==> config.mk <==
export PLATFORM = sky130hd
export DESIGN_NAME = carry_ctrl
export DESIGN_NICKNAME = d
export VERILOG_FILES = /design/src/rtl/carry_ctrl_pkg.sv /design/src/rtl/carry_run_counter.sv /design/src/rtl/carry_ctrl.sv
export SDC_FILE = /design/constraint.sdc
export NUM_CORES = 1
export LEC_CHECK = 0
export BUFFER_PORTS_ARGS = -buffer_cell sky130_fd_sc_hd__clkbuf_2
export CORE_AREA = 10 10 93 95
export CTS_BUF_LIST = sky130_fd_sc_hd__clkbuf_4 sky130_fd_sc_hd__clkbuf_8 sky130_fd_sc_hd__clkbuf_16
export DETAILED_ROUTE_END_ITERATION = 12
export DIE_AREA = 0 0 103 105
export PLACE_DENSITY = 0.95
export SLEW_MARGIN = 25
export SYNTH_ARGS = -nofsm -noshare
export SYNTH_HDL_FRONTEND = slang
export SYNTH_SLANG_ARGS = --single-unit
==> constraint.sdc <==
create_clock -name clk -period 5.5 [get_ports clk]
set_input_delay 0.55 -clock clk [delete_from_list [all_inputs] [get_ports clk]]
set_output_delay 0.55 -clock clk [all_outputs]
set_load 0.01 [all_outputs]
==> src/rtl/carry_ctrl_pkg.sv <==
// Shared definitions for the carry-resolution controller: FSM state
// encoding, the bytes emitted for a pending run, and small helpers.
package carry_ctrl_pkg;

  typedef enum logic [2:0] {
    ST_IDLE,
    ST_RESOLVE,
    ST_EMIT_H,
    ST_EMIT_RUN,
    ST_FLUSH_H,
    ST_FLUSH_RUN,
    ST_DONE
  } state_t;

  // A pending run of 0xFF bytes becomes 0x00 bytes once a carry ripples through it.
  localparam logic [7:0] RUN_BYTE_NO_CARRY = 8'hFF;
  localparam logic [7:0] RUN_BYTE_CARRY    = 8'h00;

  function automatic logic [7:0] runByte(input logic carry);
    return carry ? RUN_BYTE_CARRY : RUN_BYTE_NO_CARRY;
  endfunction

  // Bits [15:9] of an input word carry no meaning and must be zero.
  function automatic logic badUpper(input logic [15:0] word);
    return |word[15:9];
  endfunction

endpackage

==> src/rtl/carry_run_counter.sv <==
// Counter for the number of 0xFF bytes held back behind the held byte.
// Increments saturate at all-ones and report the overflow attempt.
module carry_run_counter
  import carry_ctrl_pkg::*;
#(
  parameter int RUN_W = 16
) (
  input  logic             clk,
  input  logic             reset,
  input  logic             i_clear,
  input  logic             i_inc,
  input  logic             i_dec,
  output logic [RUN_W-1:0] o_count,
  output logic             o_zero,
  output logic             o_satHit
);

  logic [RUN_W-1:0] r_count;
  logic             w_max;

  assign w_max    = &r_count;
  assign o_count  = r_count;
  assign o_zero   = (r_count == '0);
  assign o_satHit = i_inc & w_max;

  // Clear has priority; increment holds at all-ones, decrement holds at zero.
  always_ff @(posedge clk or negedge reset) begin
    if (!reset) begin
      r_count <= '0;
    end else if (i_clear) begin
      r_count <= '0;
    end else if (i_inc && !w_max) begin
      r_count <= r_count + RUN_W'(1);
    end else if (i_dec && !o_zero) begin
      r_count <= r_count - RUN_W'(1);
    end
  end

endmodule

==> src/rtl/carry_ctrl.sv <==
// Carry-resolution controller: takes stage-3 words (new byte plus carry into
// earlier bytes), holds back the latest byte and any run of 0xFF bytes until
// the carry into them is known, then emits the resolved bytes in order.
module carry_ctrl
  import carry_ctrl_pkg::*;
#(
  parameter int RUN_W = 16
) (
  input  logic        clk,
  input  logic        reset,
  input  logic        in_valid,
  output logic        in_ready,
  input  logic [1:0]  in_flag,
  input  logic        in_final,
  input  logic [15:0] in_word_1,
  input  logic [15:0] in_word_2,
  output logic        out_valid,
  input  logic        out_ready,
  output logic [7:0]  out_byte,
  output logic        out_done,
  output logic        out_err
);

  state_t           r_state;
  logic [7:0]       r_held;
  logic             r_holdValid;
  logic             r_carry;
  logic [7:0]       r_staged;
  logic             r_wordIdx;
  logic             r_twoWords;
  logic             r_final;
  logic [8:0]       r_word1;
  logic [8:0]       r_word2;
  logic             r_outValid;
  logic [7:0]       r_outByte;
  logic             r_outDone;
  logic             r_outErr;

  logic [8:0]       w_curWord;
  logic             w_curCarry;
  logic [7:0]       w_curByte;
  logic             w_badIn;
  logic             w_extendRun;
  logic             w_runConsume;
  logic             w_lastRunByte;
  logic             w_cntInc;
  logic             w_cntDec;
  logic             w_cntClear;
  logic [RUN_W-1:0] w_cnt;
  logic             w_cntZero;
  logic             w_cntSatHit;
  state_t           w_contState;

  assign w_curWord  = r_wordIdx ? r_word2 : r_word1;
  assign w_curCarry = w_curWord[8];
  assign w_curByte  = w_curWord[7:0];

  assign w_badIn = ((in_flag != 2'b00) && badUpper(in_word_1)) ||
                   ((in_flag == 2'b11) && badUpper(in_word_2));

  assign w_extendRun   = (r_state == ST_RESOLVE) && r_holdValid &&
                         !w_curCarry && (w_curByte == 8'hFF);
  assign w_runConsume  = ((r_state == ST_EMIT_RUN) || (r_state == ST_FLUSH_RUN)) &&
                         r_outValid && out_ready;
  assign w_lastRunByte = (w_cnt == RUN_W'(1));

  assign w_cntInc   = w_extendRun;
  assign w_cntDec   = w_runConsume;
  assign w_cntClear = (r_state == ST_DONE);

  carry_run_counter #(.RUN_W(RUN_W)) u_runCounter (
    .clk      (clk),
    .reset    (reset),
    .i_clear  (w_cntClear),
    .i_inc    (w_cntInc),
    .i_dec    (w_cntDec),
    .o_count  (w_cnt),
    .o_zero   (w_cntZero),
    .o_satHit (w_cntSatHit)
  );

  // Where to go once the current word is fully handled: second word, flush, or back to idle.
  always_comb begin
    w_contState = ST_IDLE;
    if (!r_wordIdx && r_twoWords) begin
      w_contState = ST_RESOLVE;
    end else if (r_final) begin
      w_contState = ST_FLUSH_H;
    end
  end

  assign in_ready  = reset && (r_state == ST_IDLE);
  assign out_valid = r_outValid;
  assign out_byte  = r_outByte;
  assign out_done  = r_outDone;
  assign out_err   = r_outErr;

  // Controller FSM; each emitting state loads its output byte, then waits for out_ready.
  always_ff @(posedge clk or negedge reset) begin
    if (!reset) begin
      r_state     <= ST_IDLE;
      r_held      <= 8'h00;
      r_holdValid <= 1'b0;
      r_carry     <= 1'b0;
      r_staged    <= 8'h00;
      r_wordIdx   <= 1'b0;
      r_twoWords  <= 1'b0;
      r_final     <= 1'b0;
      r_word1     <= 9'h000;
      r_word2     <= 9'h000;
      r_outValid  <= 1'b0;
      r_outByte   <= 8'h00;
      r_outDone   <= 1'b0;
      r_outErr    <= 1'b0;
    end else begin
      if (w_cntSatHit) begin
        r_outErr <= 1'b1;
      end
      case (r_state)
        ST_IDLE: begin
          if (in_valid) begin
            r_word1    <= in_word_1[8:0];
            r_word2    <= in_word_2[8:0];
            r_twoWords <= (in_flag == 2'b11);
            r_final    <= in_final;
            r_wordIdx  <= 1'b0;
            if (w_badIn) begin
              r_outErr <= 1'b1;
            end
            if (in_flag != 2'b00) begin
              r_state <= ST_RESOLVE;
            end else if (in_final) begin
              r_state <= ST_FLUSH_H;
            end
          end
        end
        ST_RESOLVE: begin
          if (!r_holdValid) begin
            r_held      <= w_curByte;
            r_holdValid <= 1'b1;
            if (w_curCarry) begin
              r_outErr <= 1'b1;
            end
            r_wordIdx <= 1'b1;
            r_state   <= w_contState;
          end else if (w_extendRun) begin
            r_wordIdx <= 1'b1;
            r_state   <= w_contState;
          end else begin
            r_carry  <= w_curCarry;
            r_staged <= w_curByte;
            r_state  <= ST_EMIT_H;
          end
        end
        ST_EMIT_H: begin
          if (!r_outValid) begin
            r_outValid <= 1'b1;
            r_outByte  <= r_held + {7'd0, r_carry};
            if ((r_held == 8'hFF) && r_carry) begin
              r_outErr <= 1'b1;
            end
          end else if (out_ready) begin
            r_outValid <= 1'b0;
            if (!w_cntZero) begin
              r_state <= ST_EMIT_RUN;
            end else begin
              r_held    <= r_staged;
              r_wordIdx <= 1'b1;
              r_state   <= w_contState;
            end
          end
        end
        ST_EMIT_RUN: begin
          if (!r_outValid) begin
            r_outValid <= 1'b1;
            r_outByte  <= runByte(r_carry);
          end else if (out_ready) begin
            r_outValid <= 1'b0;
            if (w_lastRunByte) begin
              r_held    <= r_staged;
              r_wordIdx <= 1'b1;
              r_state   <= w_contState;
            end
          end
        end
        ST_FLUSH_H: begin
          if (!r_outValid) begin
            if (r_holdValid) begin
              r_outValid <= 1'b1;
              r_outByte  <= r_held;
            end else if (w_cntZero) begin
              r_outDone <= 1'b1;
              r_state   <= ST_DONE;
            end else begin
              r_state <= ST_FLUSH_RUN;
            end
          end else if (out_ready) begin
            r_outValid <= 1'b0;
            if (w_cntZero) begin
              r_outDone <= 1'b1;
              r_state   <= ST_DONE;
            end else begin
              r_state <= ST_FLUSH_RUN;
            end
          end
        end
        ST_FLUSH_RUN: begin
          if (!r_outValid) begin
            r_outValid <= 1'b1;
            r_outByte  <= RUN_BYTE_NO_CARRY;
          end else if (out_ready) begin
            r_outValid <= 1'b0;
            if (w_lastRunByte) begin
              r_outDone <= 1'b1;
              r_state   <= ST_DONE;
            end
          end
        end
        ST_DONE: begin
          r_outDone   <= 1'b0;
          r_holdValid <= 1'b0;
          r_state     <= ST_IDLE;
        end
        default: begin
          r_state <= ST_IDLE;
        end
      endcase
    end
  end

endmodule

* Word level (Yosys, flattened, before mapping)
Index checks and enable logic that the tools add are counted.
** Storage, ports and cells
- Word-level logic and storage cells :: 158
- Output and inout bits :: 12
- Flip-flop bits (word level) :: 69
- Input port bits :: 39
** Operators by class
- Add/sub/neg operators :: 3
- Reduce and logical (&&, ||, !) cells :: 39
- Equal/unequal tests :: 30
- Mux-type cells :: 69
- Bitwise gates (word level) :: 2
** Operator list (number)
- $mux W8 :: 13
- $mux W3 :: 19
- $mux W16 :: 3
- $pmux W8 S4 :: 1
- $ne A2 B2 Y1 const B :: 15
- $mux W1 :: 24
- $pmux W8 S3 :: 1
- $pmux W3 S6 :: 1
- $add A16 B1 Y16 const B :: 1
- $eq A16 B1 Y1 const B :: 1
- $eq A8 B8 Y1 const B :: 2
- $logic_not A16 Y1 :: 1
- $reduce_and A16 Y1 :: 1
- $sub A16 B1 Y16 const B :: 1
- $reduce_or A7 Y1 :: 2
- $logic_and A1 B1 Y1 :: 12
- $reduce_and A12 Y1 :: 1
- $reduce_and A6 Y1 :: 2
- $eq A3 B3 Y1 const B :: 3
- $mux W9 :: 1
- $ne A3 B3 Y1 const B :: 3
- $reduce_and A9 Y1 :: 1
- $reduce_bool A3 Y1 :: 3
- $add A8 B1 Y8 :: 1
- other kinds (20) :: 30

* Logic depth before layout (Yosys ltp)
Gate-level depths: netlist of the first run.
- Word-level depth :: 9
- Gate-level depth with buffers :: 9
- Gate-level depth less buffers :: 8

* By module
From an unflattened synthesis of the first run, not the netlist that was laid out.
** Unflattened totals
- Cell total of the unflattened synthesis :: 492
- Area, all modules :: 4689.5 um^2
** By module, submodules not included
- carry_ctrl :: area each 3123.0 um^2, instances 1, cells each 309
- carry_run_counter :: area each 1566.5 um^2, instances 1, cells each 183

* Worst setup path after synthesis of the first run
No wires, ideal clock.
- Path type :: register to register
- Start :: register r_state[1]
- End :: register r_outByte[6], in the netlist out_byte[6]
- Library setup time :: 125 ps
- Stages on the path, launching flop included :: 7
- Arrival time :: 2128 ps
- Path slack :: 3248 ps
- Period minus slack after synthesis :: 2252 ps
- Path through :: dfrtp_1 -> clkbuf_1 -> clkinv_1 -> ha_1 -> a221oi_1 -> clkbuf_1 -> mux2_2
** Between the ends
- Longest elaborated chain between the ends :: 3
** RTL lines
- start: declaration :: line carry_ctrl.sv:24 : state_t r_state;
- start signal: assignment :: line carry_ctrl.sv:145 : r_state <= w_contState;
- start signal: assignment :: line carry_ctrl.sv:148 : r_state <= w_contState;
- start signal: assignment :: line carry_ctrl.sv:169 : r_state <= w_contState;
- $eq A3 B2 Y1 or $eq A3 B3 Y1 (tied branches) :: line carry_ctrl.sv:119 : case (r_state)
- $reduce_bool A4 Y1 (no source line) or $ne A2 B2 Y1 (tied branches)
- $reduce_and A6 Y1 (no source line)
- end signal: assignment :: line carry_ctrl.sv:158 : r_outByte <= r_held + {7'd0, r_carry};
- end signal: assignment :: line carry_ctrl.sv:176 : r_outByte <= runByte(r_carry);
- end signal: assignment :: line carry_ctrl.sv:190 : r_outByte <= r_held;
- end: declaration :: line carry_ctrl.sv:35 : logic [7:0] r_outByte;
Parallel ways exist; a longest one is shown, timed or not.
A chain may end at the register's enable or synchronous reset.

* Worst setup path after layout of the first run
Ends and elaborated chain as after synthesis.

==> impl_metrics.py, run 1 <==
metrics = {
    "outcome": {
        "status": "completed",
    },
    "setup_path": {
        "crit_fanout": 17,
        "start_kind": "flip-flop",
        "endpoint_kind": "flip-flop",
        "crit_type": "reg -> reg",
        "cp.required_ns": 5.73,
        "cp.arrival_ns": 3.09,
    },
    "synth": {
        "synthesis.nets": 533,
        "yosysWarnings": 0,
        "yosysSeqAreaShare_pct": 41.3,
        "ys_types": 65,
        "synth_area_um2": 4180,
        "ys_async_sr_fraction_pct": 100,
        "synth-edff-count": 0,
        "synth_flop_cell": "dfrtp_1",
        "avgSynthCellArea_um2": 8.60,
        "synth_seq_cells": 69,
        "synthCells": 486,
    },
    "sta": {
        "min_period_ns": 2.86,
        "fmax_mhz": 350,
        "setup_violations": 0,
        "finalMaxSlewViolations": 0,
        "timing.final.ws_setup_ns": 2.64,
        "worstMarginPinSlew_ns": 0.848,
        "hold_viol": 0,
        "holdWs_ns": 0.371,
        "rsz0062_at_grt": "false",
        "setup_tns_ns": 0,
        "finalCritPeriodShare_pct": 51.9,
        "skew_ns": 0.0131,
        "slew_headroom_pct": 43.5,
    },
    "routing": {
        "drtIter0Drc": 435,
        "first_pass_iters": 5,
        "ant_nets": 0,
        "wl_um": 10100,
        "drcViolationCount": 0,
        "via_per_inst": 6.34,
        "via_count": 3868,
        "wl_per_cell_um": 16.6,
    },
    "finish": {
        "nets": 572,
        "finalInstanceArea_um2": 4620,
        "drive_gt1_share_pct": 17.7,
        "areaGrowthSynthToFinish_pct": 10.6,
        "diodes": 0,
    },
    "global_routing": {
        "grt_pass1_vias": 3652,
        "grt_pass1_wl_um": 17000,
        "overflow": 0,
        "grt_util_all_layers_pct": 19.0,
        "grt_max_degree": 71,
        "grt_antenna_before_repair": 0,
    },
    "die": {
        "io_pins": 51,
        "initial_core_util_pct": 61.8,
        "fp.dieH_um": 105,
        "dieArea_um2": 10800,
        "die_w_um": 103,
        "fp.coreArea_um2": 6760,
        "core.rowCount": 30,
    },
    "place": {
        "postPlaceCellArea_um2": 4440,
        "finalWeightedCongestion": 0.926,
        "io_buffers": 50,
        "place_ws_ns": 2.70,
        "dp_hpwl_um": 7180,
    },
    "clock_tree": {
        "cts_resized": 0,
        "cts.sinks": 69,
        "clock_latency_ns": 0.36,
        "cts_tree": "done",
        "cts_htree_levels": 3,
        "clockRootBuffer": "clkbuf_8",
        "clk_path_buf_depth": 2,
        "clk_pin_slew_ns": 0.09,
        "numCtsBuffers": 9,
        "cts_setup_buffers": 0,
        "postCtsHoldBufs": 0,
    },
    "pwr": {
        "power_density_nw_per_um2": 568,
        "max-vdd-ir-drop_v": 0.000284,
        "leakage_nw": 2.06,
    },
    "hold_path": {
        "min_path_type": "in -> async",
    },
    "flow_run": {
        "drv_cap": 0,
    },
}
==> cell usage after synthesis (4+ instances only) <==
| library cell | instances | area (um2) |
|---|---|---|
| a21oi_1 | 35 | 175 |
| a31oi_1 | 6 | 37.5 |
| and3_1 | 6 | 37.5 |
| clkbuf_1 | 17 | 63.8 |
| dfrtp_1 | 69 | 1730 |
| ha_1 | 8 | 100 |
| inv_1 | 7 | 26.3 |
| mux2_2 | 11 | 124 |
| mux2i_1 | 15 | 150 |
| nand2_1 | 97 | 364 |
| nand2b_1 | 8 | 50.1 |
| nand3_1 | 14 | 70.1 |
| nand4_1 | 7 | 43.8 |
| nor2_1 | 39 | 146 |
| nor3_1 | 19 | 95.1 |
| nor4_1 | 8 | 50.1 |
| o21a_1 | 7 | 52.6 |
| o21ai_0 | 26 | 130 |
| o22ai_1 | 5 | 31.3 |
| o31ai_1 | 7 | 52.6 |
| or3_1 | 4 | 25.0 |
| or4_1 | 6 | 45.0 |
==> critical path: stages (launching register included) <==
cell and delay [ns]:
dfrtp_1 0.71, clkinv_1 0.38, ha_1 0.41, and3_1 0.23, o21ai_0 0.47, o221ai_1 0.22
mux2_2 0.31
==> metal layers <==
layer / track usage, % / wire length, um / part of all wire [%]
met2: 28.3 / 4590 / 45
met4: 7.46 / 154 / 1.5
met5: 0 / 0 / 0
met1: 26.6 / 4590 / 45
met3: 3.49 / 781 / 7.7
==> final timing paths <==
check	from	end	slack (ns)	cells past startpoint
worst max-delay path	r_state[1]	out_byte[6]	2.64	6
worst min-delay path	reset	r_word1[3]	0.37	2
min in group clk	in_word_1[3]	r_word1[3]	0.37	3
worst min register to register	r_word1[8]	r_word1[8]	0.49	2
max in group asynchronous	reset	u_runCounter.o_count[15]	4.55	2
worst max register to register	r_state[1]	out_byte[6]	2.64	6
==> metrics by stage <==
step | util (%) | instances | power, mW
floorplan | - | 486 | 1.92
detailed placement | 65.7 | 594 | 2.21
finish | 68.4 | 610 | 2.63
global route | 68.4 | 610 | 2.83
CTS | 68.4 | 610 | 2.61
global placement | 65.6 | 594 | 2.12
==> layout by cell type, fill, tap and decap left out, drive strengths merged, types with 3 or more instances in the layout <==
master / synthesis / layout
clkbuf: 17 / 59
clkinv: 1 / 3
or3: 4 / 4
o21a: 7 / 7
nor3b: 4 / 4
or4: 8 / 8
nand2b: 8 / 8
o21ai: 26 / 26
and3: 6 / 6
o31ai: 7 / 7
or2: 3 / 3
ha: 8 / 8
inv: 7 / 9
a31oi: 6 / 6
nor4: 10 / 10
nand3: 15 / 15
and4: 3 / 3
dfrtp: 69 / 69
nor2: 41 / 41
mux2i: 15 / 15
xor2: 3 / 3
nor3: 20 / 20
a21oi: 35 / 35
o22ai: 5 / 5
mux2: 11 / 11
nand2: 97 / 97
o2111ai: 3 / 3
a22oi: 3 / 3
nand4: 7 / 7
buf: 7 / 3
==> where the power goes <==
group	switching [mW]	internal (mW)	total, mW
sequential	0.310	0.743	1.05
combinational	0.678	0.503	1.18
clock	0.212	0.179	0.391
total	1.20	1.43	2.63
==> layout make-up <==
type                            count  area (um2)
Timing Repair Buffer               52         265
Clock buffer                       10         138
Sequential cell                    69        1730
Tap cell                           80         100
Inverter                            8        30.0
Multi-Input combinational cell    385        2320
Fill cell                         523        2130
Clock inverter                      6        46.3
==> registers in the layout, summed over array words and instances (netlist names) <==
register and flops:
u_runCounter.o_count 16, r_word2 9, out_done 1, r_twoWords 1
r_final 1, out_valid 1, r_held 8, r_word1 9
r_holdValid 1, out_err 1, r_staged 8, r_carry 1
r_state 3, r_wordIdx 1, out_byte 8
==> logic make-up (layout without fill, tap and decap cells) <==
logic type	Yosys count	in the layout	synth area share (%)
buffers and inverters	32	76	3.32
and+or+nand+nor	237	237	28.5
adders and majority gates	8	8	2.40
DFF	69	69	41.3
muxes	26	26	6.56
xor gates and xnor gates	5	5	1.05
AOI/OAI and AO/OA	109	109	16.9
No activity file was read; power rests on OpenSTA's default activity.
==> inputs of run 2 (changes only) <==
Settings changed: CORE_AREA 10 10 93 95 to 10 10 96 98, DIE_AREA 0 0 103 105 to 0 0 106 108, PLACE_DENSITY 0.95 to 0.9.
Clock period 5.5 ns to 2.9 ns, I/O delays scaled along.
==> run 2 against run 1 <==
  * Clock power rose by 110%
  * Routed wire length increased by 7.6%
  * First-iteration DRC count grew 8.0%
  * Clock-buffer cell count unchanged
  * Final cell count increased by 5.4%
  * Clock skew is 0.0037 ns lower
  * Worst setup slack got worse by 2.3 ns
  * Sequential power rose by 82%
  * Fmax up 12%
  * Die area grew 5.9%
  * Global-route usage increased by 0.33 points
  * Critical endpoint is now u_runCounter.o_count[12]
  * Largest cell class unchanged
==> impl_metrics.py, run 2 (same netlist as run 1, synthesis figures left out) <==
metrics = {
    "finish": {
        "fillers": 605,
        "ff_latch_area_um2": 1730,
        "fin_cells": 643,
        "largest_register_ffs": 16,
        "final_common_cell": "nand2_1",
        "drive_gt1_share_pct": 19.2,
        "nets": 583,
        "areaGrowthSynthToFinish_pct": 13.6,
        "final_cell_mix": "nand2_1, dfrtp_1, clkbuf_2, nor2_1, a21oi_1",
        "diodes": 0,
        "multiInputGateArea_um2": 2310,
    },
    "die": {
        "die_w_um": 106,
        "initial_core_util_pct": 56.1,
        "fp.coreArea_um2": 7450,
        "core.rowCount": 32,
        "io_pins": 51,
        "dieArea_um2": 11400,
        "fp.dieH_um": 108,
    },
    "hold_path": {
        "min_to": "r_word2[1]",
        "min_path_type": "in -> reg",
        "whs_path_depth": 3,
        "min_from": "in_word_2[1]",
    },
    "sta": {
        "slew_headroom_pct": 42.1,
        "finalMaxSlewViolations": 0,
        "worstMarginPinSlew_ns": 0.869,
        "setup_violations": 0,
        "hold_viol": 0,
        "setup_tns_ns": 0,
        "min_period_ns": 2.56,
        "skew_ns": 0.00936,
        "rsz0062_at_grt": "false",
        "timing.final.ws_setup_ns": 0.339,
        "finalCritPeriodShare_pct": 88.3,
        "fmax_mhz": 390,
    },
    "routing": {
        "wl_um": 10900,
        "via_count": 3977,
        "drcViolationCount": 0,
        "first_pass_iters": 5,
        "wl_per_cell_um": 16.9,
        "drtIter0Drc": 470,
        "via_per_inst": 6.19,
        "ant_nets": 0,
    },
    "clock_tree": {
        "cts_setup_buffers": 0,
        "postCtsHoldBufs": 0,
        "cts_tree": "done",
        "clockRootBuffer": "clkbuf_8",
        "clk_path_buf_depth": 2,
        "clock_latency_ns": 0.36,
        "clk_pin_slew_ns": 0.08,
        "numCtsBuffers": 9,
        "cts_resized": 0,
        "cts_htree_levels": 3,
        "cts.sinks": 69,
    },
    "pwr": {
        "combPwrFrac_pct": 47.2,
        "power_frac_seq_pct": 37.0,
        "clockPowerShare_pct": 15.7,
        "max-vdd-ir-drop_v": 0.000491,
        "power_density_nw_per_um2": 1090,
        "total_power_mw": 5.16,
        "switching_share_pct": 44.9,
        "leakage_nw": 2.12,
        "internal-power_mw": 2.84,
        "power_switching_mw": 2.31,
    },
    "setup_path": {
        "crit_type": "reg -> reg",
        "reg2reg_to": "u_runCounter.o_count[12]",
        "crit_fanout": 15,
        "cp.required_ns": 3.14,
        "start_kind": "flip-flop",
        "cp.arrival_ns": 2.80,
        "endpoint_kind": "flip-flop",
        "reg2reg_depth": 8,
        "r2r_slack_ns": 0.34,
        "r2r_start": "r_wordIdx",
    },
    "place": {
        "numPlacedInstances": 627,
        "finalWeightedCongestion": 0.907,
        "io_buffers": 50,
        "place_ws_ns": 0.382,
        "dp_hpwl_um": 7910,
    },
    "outcome": {
        "status": "completed",
    },
    "global_routing": {
        "grt_pass1_wl_um": 18400,
        "overflow": 0,
        "grt_antenna_before_repair": 0,
        "grt_max_degree": 70,
        "grt_pass1_vias": 3803,
        "grt_util_all_layers_pct": 19.4,
    },
    "flow_run": {
        "drv_cap": 0,
    },
}
[run 2: cell types whose count changed in the layout (fill, tap and decap cells not counted), sizes merged]
cell / previous run / this run
buf: 3 / 14
bufinv: 0 / 1
inv: 9 / 8
[run 2: worst max path at each step]
stage | start | to | slack [ns] | cells after the start
2_1_floorplan | r_state[1] | out_byte[6] | 0.65 | 6
4_1_cts | r_wordIdx | u_runCounter.o_count[10] | 0.37 | 8
3_5_place_dp | r_wordIdx | u_runCounter.o_count[10] | 0.38 | 8
5_1_grt | r_wordIdx | u_runCounter.o_count[2] | 0.19 | 8
3_3_place_gp | r_wordIdx | u_runCounter.o_count[10] | 0.44 | 8
6_report | r_wordIdx | u_runCounter.o_count[12] | 0.34 | 8
[run 2: metal layers]
layer,GRT usage (%),part of all wire [%],vias to the layer above
li1,-,-,1857
met1,25.7,44,1875
met2,30.2,45,209
met3,5.12,8.6,36
met4,6.58,2.4,0
met5,0,0,-
[run 2: area by class of cell]
| cell class | count | share of cell area, % |
|---|---|---|
| clock buffer | 10 | 2.77 |
| inverter | 8 | 0.633 |
| timing repair buffer | 63 | 7.33 |
| tap | 102 | 2.69 |
| clock inverter | 6 | 1.50 |
| multi-input combinational | 385 | 48.7 |
| sequential | 69 | 36.4 |
[run 2: stage by stage]
step | hold slack [ns] | util (%) | cell area (um2)
after floorplan | -0.00559 | - | 4180
after global placement | 0.452 | 61.0 | 4540
after detailed placement | 0.477 | 61.0 | 4540
after CTS | 0.112 | 63.7 | 4750
after global routing | 0.110 | 63.7 | 4750
final | 0.121 | 63.7 | 4750
[run 2: power by group through the flow]
| stage | sequential, mW | combinational [mW] | clock [mW] |
|---|---|---|---|
| CTS | 1.89 | 2.42 | 0.820 |
| global placement | 1.85 | 2.28 | 0 |
| global route | 1.96 | 2.72 | 0.868 |
| detailed placement | 1.90 | 2.39 | 0 |
| finish | 1.91 | 2.44 | 0.811 |
| floorplan | 1.73 | 1.90 | 0 |
[run 2: worst max-delay path, cell delays in order (launching register included)]
cell and delay, ns:
dfrtp_1 0.43, buf_4 0.21, nor2b_1 0.19, nand4_1 0.17
a221o_1 0.41, buf_4 0.21, nor2_1 0.45, o22ai_1 0.21
mux2i_1 0.15
